==> src/rtl/fsk_demod_s2p_pkg.sv <==
// Shared definitions for the FSK receiver; the transmit modulator uses the same
// defaults so both ends agree on bit timing and tone discrimination.
package fsk_demod_s2p_pkg;

    typedef enum logic [1:0] {
        HUNT = 2'd0,
        RECV = 2'd1,
        DONE = 2'd2
    } demod_state_t;

    localparam int FRAME_BITS         = 16;
    localparam int DEF_BIT_CYCLES     = 64;
    localparam int DEF_EDGE_THRESH    = 6;
    localparam int DEF_IDLE_TIMEOUT   = 32;

endpackage

==> src/rtl/fsk_demod_s2p_edge_sync.sv <==
// Two-flop synchroniser for the asynchronous FSK line followed by a registered
// rising-edge pulse.
module fsk_edge_sync (
    input  logic clk,
    input  logic rst,
    input  logic fsk_in,
    output logic edge_p
);

    logic       sync_q;
    logic       sync_qq;
    logic [1:0] prime;

    // prime masks the false edge seen when the line is already high at reset release
    always_ff @(posedge clk or negedge rst) begin
        if (!rst) begin
            sync_q  <= 1'b0;
            sync_qq <= 1'b0;
            prime   <= 2'b00;
            edge_p  <= 1'b0;
        end else begin
            sync_q  <= fsk_in;
            sync_qq <= sync_q;
            prime   <= {prime[0], 1'b1};
            edge_p  <= sync_q & ~sync_qq & prime[1];
        end
    end

endmodule

==> src/rtl/fsk_demod_s2p.sv <==
// FSK receiver: counts rising edges per bit window, decides each bit against a
// threshold and assembles an MSB-first codeword with a one-cycle valid strobe.
module fsk_demod_s2p
    import fsk_demod_s2p_pkg::*;
#(
    parameter int BIT_CYCLES   = DEF_BIT_CYCLES,
    parameter int EDGE_THRESH  = DEF_EDGE_THRESH,
    parameter int IDLE_TIMEOUT = DEF_IDLE_TIMEOUT
) (
    input  logic                  clk,
    input  logic                  rst,
    input  logic                  fsk_in,
    output logic [FRAME_BITS-1:0] code_out,
    output logic                  code_valid,
    output logic                  frame_err,
    output logic                  busy
);

    localparam int WIN_W = $clog2(BIT_CYCLES + 1);
    localparam int GAP_W = $clog2(IDLE_TIMEOUT + 1);

    demod_state_t          state;
    demod_state_t          state_nxt;
    logic                  edge_p;
    logic [WIN_W-1:0]      win_cnt;
    logic [WIN_W-1:0]      win_inc;
    logic [3:0]            edge_cnt;
    logic [4:0]            bit_cnt;
    logic [GAP_W-1:0]      gap_cnt;
    logic [GAP_W-1:0]      gap_nxt;
    logic [FRAME_BITS-1:0] shift_reg;
    logic                  win_close;
    logic                  timeout;
    logic                  last_bit;

    fsk_edge_sync u_edge_sync (
        .clk    (clk),
        .rst    (rst),
        .fsk_in (fsk_in),
        .edge_p (edge_p)
    );

    always_ff @(posedge clk or negedge rst) begin
        if (!rst) begin
            state <= HUNT;
        end else begin
            state <= state_nxt;
        end
    end

    // Timeout outranks a coincident window close so a dead line never completes a frame
    always_comb begin
        state_nxt = state;
        win_inc   = win_cnt + 1'b1;
        gap_nxt   = gap_cnt;
        win_close = 1'b0;
        timeout   = 1'b0;
        last_bit  = (bit_cnt == 5'(FRAME_BITS - 1));

        if (edge_p) begin
            gap_nxt = '0;
        end else if (gap_cnt != GAP_W'(IDLE_TIMEOUT)) begin
            gap_nxt = gap_cnt + 1'b1;
        end

        case (state)
            HUNT: begin
                if (edge_p) begin
                    state_nxt = RECV;
                end
            end
            RECV: begin
                win_close = (win_inc == WIN_W'(BIT_CYCLES));
                timeout   = (gap_nxt == GAP_W'(IDLE_TIMEOUT));
                if (timeout) begin
                    state_nxt = HUNT;
                end else if (win_close && last_bit) begin
                    state_nxt = DONE;
                end
            end
            DONE: begin
                state_nxt = HUNT;
            end
            default: begin
                state_nxt = HUNT;
            end
        endcase
    end

    always_ff @(posedge clk or negedge rst) begin
        if (!rst) begin
            win_cnt    <= '0;
            edge_cnt   <= '0;
            bit_cnt    <= '0;
            gap_cnt    <= '0;
            shift_reg  <= '0;
            code_out   <= '0;
            code_valid <= 1'b0;
            frame_err  <= 1'b0;
        end else begin
            code_valid <= (state == DONE);
            frame_err  <= timeout;
            case (state)
                HUNT: begin
                    if (edge_p) begin
                        win_cnt   <= WIN_W'(1);
                        edge_cnt  <= 4'd1;
                        bit_cnt   <= '0;
                        gap_cnt   <= '0;
                        shift_reg <= '0;
                    end
                end
                RECV: begin
                    if (timeout) begin
                        win_cnt   <= '0;
                        edge_cnt  <= '0;
                        bit_cnt   <= '0;
                        gap_cnt   <= '0;
                        shift_reg <= '0;
                    end else begin
                        gap_cnt <= gap_nxt;
                        if (win_close) begin
                            // An edge on the closing cycle belongs to the next window
                            shift_reg <= {shift_reg[FRAME_BITS-2:0], (edge_cnt >= 4'(EDGE_THRESH))};
                            win_cnt   <= '0;
                            bit_cnt   <= bit_cnt + 1'b1;
                            edge_cnt  <= edge_p ? 4'd1 : 4'd0;
                        end else begin
                            win_cnt <= win_inc;
                            if (edge_p && edge_cnt != 4'd15) begin
                                edge_cnt <= edge_cnt + 1'b1;
                            end
                        end
                    end
                end
                DONE: begin
                    code_out <= shift_reg;
                end
                default: begin
                end
            endcase
        end
    end

    assign busy = (state == RECV);

endmodule

==> config.mk <==
export PLATFORM = sky130hd
export DESIGN_NAME = fsk_demod_s2p
export DESIGN_NICKNAME = d
export VERILOG_FILES = /design/src/rtl/fsk_demod_s2p_pkg.sv /design/src/rtl/fsk_demod_s2p_edge_sync.sv /design/src/rtl/fsk_demod_s2p.sv
export SDC_FILE = /design/constraint.sdc
export NUM_CORES = 1
export LEC_CHECK = 0
export ABC_AREA = 1
export BUFFER_PORTS_ARGS = -buffer_cell sky130_fd_sc_hd__buf_2
export CAP_MARGIN = 10
export CORE_ASPECT_RATIO = 1.1
export CORE_MARGIN = 4
export CORE_UTILIZATION = 45
export CTS_CLUSTER_SIZE = 12
export DETAILED_ROUTE_END_ITERATION = 7
export GPL_TIMING_DRIVEN = 0
export PLACE_DENSITY = 0.67
export SLEW_MARGIN = 20
export SYNTH_ARGS = -nofsm -noshare
export SYNTH_HDL_FRONTEND = slang
export SYNTH_SLANG_ARGS = --single-unit
==> constraint.sdc <==
create_clock -name clk -period 2.21 [get_ports clk]
set_input_delay 0.1105 -clock clk [delete_from_list [all_inputs] [get_ports clk]]
set_output_delay 0.1105 -clock clk [all_outputs]
set_load 0.01 [all_outputs]
==> metrics.md <==
| Metric | Value |
|---|---|
| Cts bufs inserted | 9 |
| DR WL/cell | 12.90 um |
| Min Tclk post-route | ~2000 ps |
| Area Growth Syn to Fin | 15.34% |
| H-tree levels | 3 |
| CP cell instances | inv_1 -> ha_1 -> nand3_1 -> nand2_1 -> nand3_1 -> nand2_1 -> nor2_2 -> nand2_4 -> nand3_4 -> nand2_4 -> buf_6 -> nand3_1 -> nand2_1 |
| Clk slew on worst S/H paths | 70 ps |
| DP HPWL | between 3000 and 4000 um |
| Drt total wl | between 5000 and 6000 um |
| Pleak | 1.615 nW |
| Status | completed |
| Row count | 30 |
| Avg Vias per Cell | approximately 5.0 |
| Hold crit path type | input pin to asynchronous set/reset pin |
| First-pass GRT wire length | 10050 um |
| Diodes inserted | 0 |
| RePlAce Congestion | 0.7338 |
| Clock Sink Count | 63 |
| GRT overflow | 0 |
| Clk buf depth | 2 |
| Die H | 91.53 um |
| WP data required | 2440 ps |
| VDD IR max | about 0.38 mV |
| Post-DRT Antenna Nets | 0 |
| Synthesized flop and latch total | 63 |
| Switching power | 0.9652 mW |
| Sw frac | 33.32% |
| Worst setup EP type | flip-flop |
| Ys Warns | 0 |
| Skew final | approximately 9.5 ps |
| Drt pass-1 iters | 4 |
| Power per Cell Area | between 800 and 900 mW/mm^2 |
| Die Wd | 83.93 um |
| Post-Layout Inst Area | 0.003292 mm^2 |
| Mean post-synth cell area | 9.003 um^2 |
| I/O Buffers | 21 |
| WS Path Type | flip-flop to flip-flop |
| # Max-Cap Violations | 0 |
| Vias in the first global route | 2216 |
| DR vias | 2200 |
| Core Area | 0.006156 mm^2 |
| Placed Area | 0.003089 mm^2 |
| CP max FO | 10 |
| DIE AREA | 0.007682 mm^2 |
| Syn Std Cell Area | 0.002854 mm^2 |
| DRC viols | 0 |
| Clock power share | 30.3% |
| Final Cycle Share | 91.29% |
| Top-level port count | 22 |
| Proportion of layout cells with a drive suffix above 1 | 17.32% |
| Syn Inst Count | 317 |
| Crit path arrival time | between 2000 and 2500 ps |
| Commonest cells after routing, fill and taps aside | nand2_1 (84), dfrtp_1 (63), inv_1 (37) |
| Syn_nets | 327 |
| Hold violation total from the final report | 0 |
| Internal power | 1.932 mW |
| Fill cell count | ~590 |
| Maximum clock frequency | 495.6 MHz |
| Slowest stage delay, CP | around 400 ps |
| Share of power burned in combinational logic | between 20 and 25% |
| Initial Util | 46.36% |
| TritonCTS clock tree | yes |
| Largest net degree at the start of global routing | 51 |
| Yosys cell types | 30 |
| Seq/Total Area, Yosys | between 50% and 60% |
| Max stage delay cell, worst path | dfrtp_1 |
| Gr usage total | 16.41% |
| CTS root buffer | clkbuf_8 |
| Sum Neg Setup Slack | 0 ps |
| Worst-Skew Late Latency | 340 ps |
| Iter 0 DRT Violations | 114 |
| Startpoint Class | flip-flop |
| Sequential power share | 48.2% |
| Final net count | between 300 and 400 |
| Pwr Total | just under 3 mW |
| Commonest non-fill, non-tap cell in the layout | nand2_1 |
| Initial antenna violation count | 0 |
| Final setup violation count | 0 |
| Fin. max-slew vios | 0 |
## what timing repair did
item                       in CTS  in global routing
setup buffers                   0                  1
resized for setup               0                  0
hold buffers                    2                  0
setup endpoints to repair       0                  8
hold endpoints to repair       64                  0
## worst paths after layout
check                                                from                             end  slack, ps  cells past startpoint
max in group asynchronous                             rst        shift_reg[1]$_DFFE_PN0P_       1530                      3
setup / recovery                   gap_cnt[0]$_DFFE_PN0P_         edge_cnt[0]$_DFFE_PN0P_        190                     13
hold / removal                                        rst          win_cnt[3]$_DFFE_PN0P_        180                      2
min in group clk           u_edge_sync.prime[0]$_DFF_PN0_  u_edge_sync.prime[1]$_DFF_PN0_        370                      0
setup reg to reg                   gap_cnt[0]$_DFFE_PN0P_         edge_cnt[0]$_DFFE_PN0P_        190                     13
hold reg to reg            u_edge_sync.prime[0]$_DFF_PN0_  u_edge_sync.prime[1]$_DFF_PN0_        370                      0
## per-stage QoR
| step | setup WS [ps] | utilization (%) | instances | hold slack [ps] |
|---|---|---|---|---|
| finish | 192.4 | 53.48 | 438 | 180.9 |
| global route | -5.601 | 53.48 | 438 | 193.2 |
| CTS | 188.0 | 53.35 | 437 | 162.2 |
| detailed placement | 185.4 | 50.18 | 419 | -12.73 |
| global placement | 241.4 | 49.70 | 418 | 220.6 |
| floorplan | 463.7 | - | 317 | -185.1 |
## power by group through the flow
stage                     Combinational, mW  Clock [mW]  Sequential (mW)
after floorplan                       0.464           0             1.38
after global placement                0.571           0             1.41
after detailed placement              0.603           0             1.41
after CTS                             0.612       0.908             1.39
after global routing                  0.720       0.962             1.42
final                                 0.624       0.877             1.40
## Yosys cell counts
cell type   n  area share, %
nand2_1    84             11
dfrtp_1    63             55
inv_1      37            4.9
o21ai_0    30            5.3
nand3_1    24            4.2
o21ai_1    12            2.1
nor2_1     11            1.4
ha_1        7            3.1
nand4_1     7            1.5
nor2_2      6            1.3
xor2_1      5            1.5
clkbuf_1    4           0.53
o21ai_2     3           0.92
a21oi_1     2           0.35
buf_6       2           0.79
nand2_2     2           0.44
nand2_4     2           0.79
nand3_2     2           0.70
nand3_4     2            1.2
o22ai_1     2           0.44
buf_2       1           0.18
buf_4       1           0.26
clkinv_2    1           0.18
conb_1      1           0.13
inv_2       1           0.13
nand3b_1    1           0.26
o21a_1      1           0.26
o31ai_1     1           0.26
or2_2       1           0.22
xnor2_1     1           0.31
## metal layers
layer	vias up	global-route usage (%)	share of wire [%]
met5	-	0	0
met3	10	4.356	3.3
met2	35	25.73	47
li1	1092	-	-
met1	1063	20.99	48
met4	0	8.043	1.9
## critical path: cells and delay by family, from the launching register on
kind	cells	cell delay, ps
adder cells (fa/ha/maj)	1	230
AND/OR/NAND/NOR	10	1020
flip-flops	1	400
buffers and inverters	2	260
## final cells by class
type	instances	area (um^2)	share of cell area, %
buffer	8	50.05	1.520
clock buffer	11	141.4	4.295
clock inverter	5	33.78	1.026
inverter	39	147.6	4.485
multi-input combinational	207	1080	32.80
sequential	63	1577	47.89
tap	80	100.1	3.041
timing repair buffer	25	162.7	4.941
## logic make-up after synthesis
group	count (synthesis)	share of synthesized area, %
AOI/OAI and AO/OA	51	9.601
xor gates and xnor gates	6	1.841
adders and majority gates	7	3.069
buffers and inverters	47	6.926
DFF	63	55.24
other	1	0.1314
and+or+nand+nor	142	23.19
No activity file was read; power rests on OpenSTA's default activity.
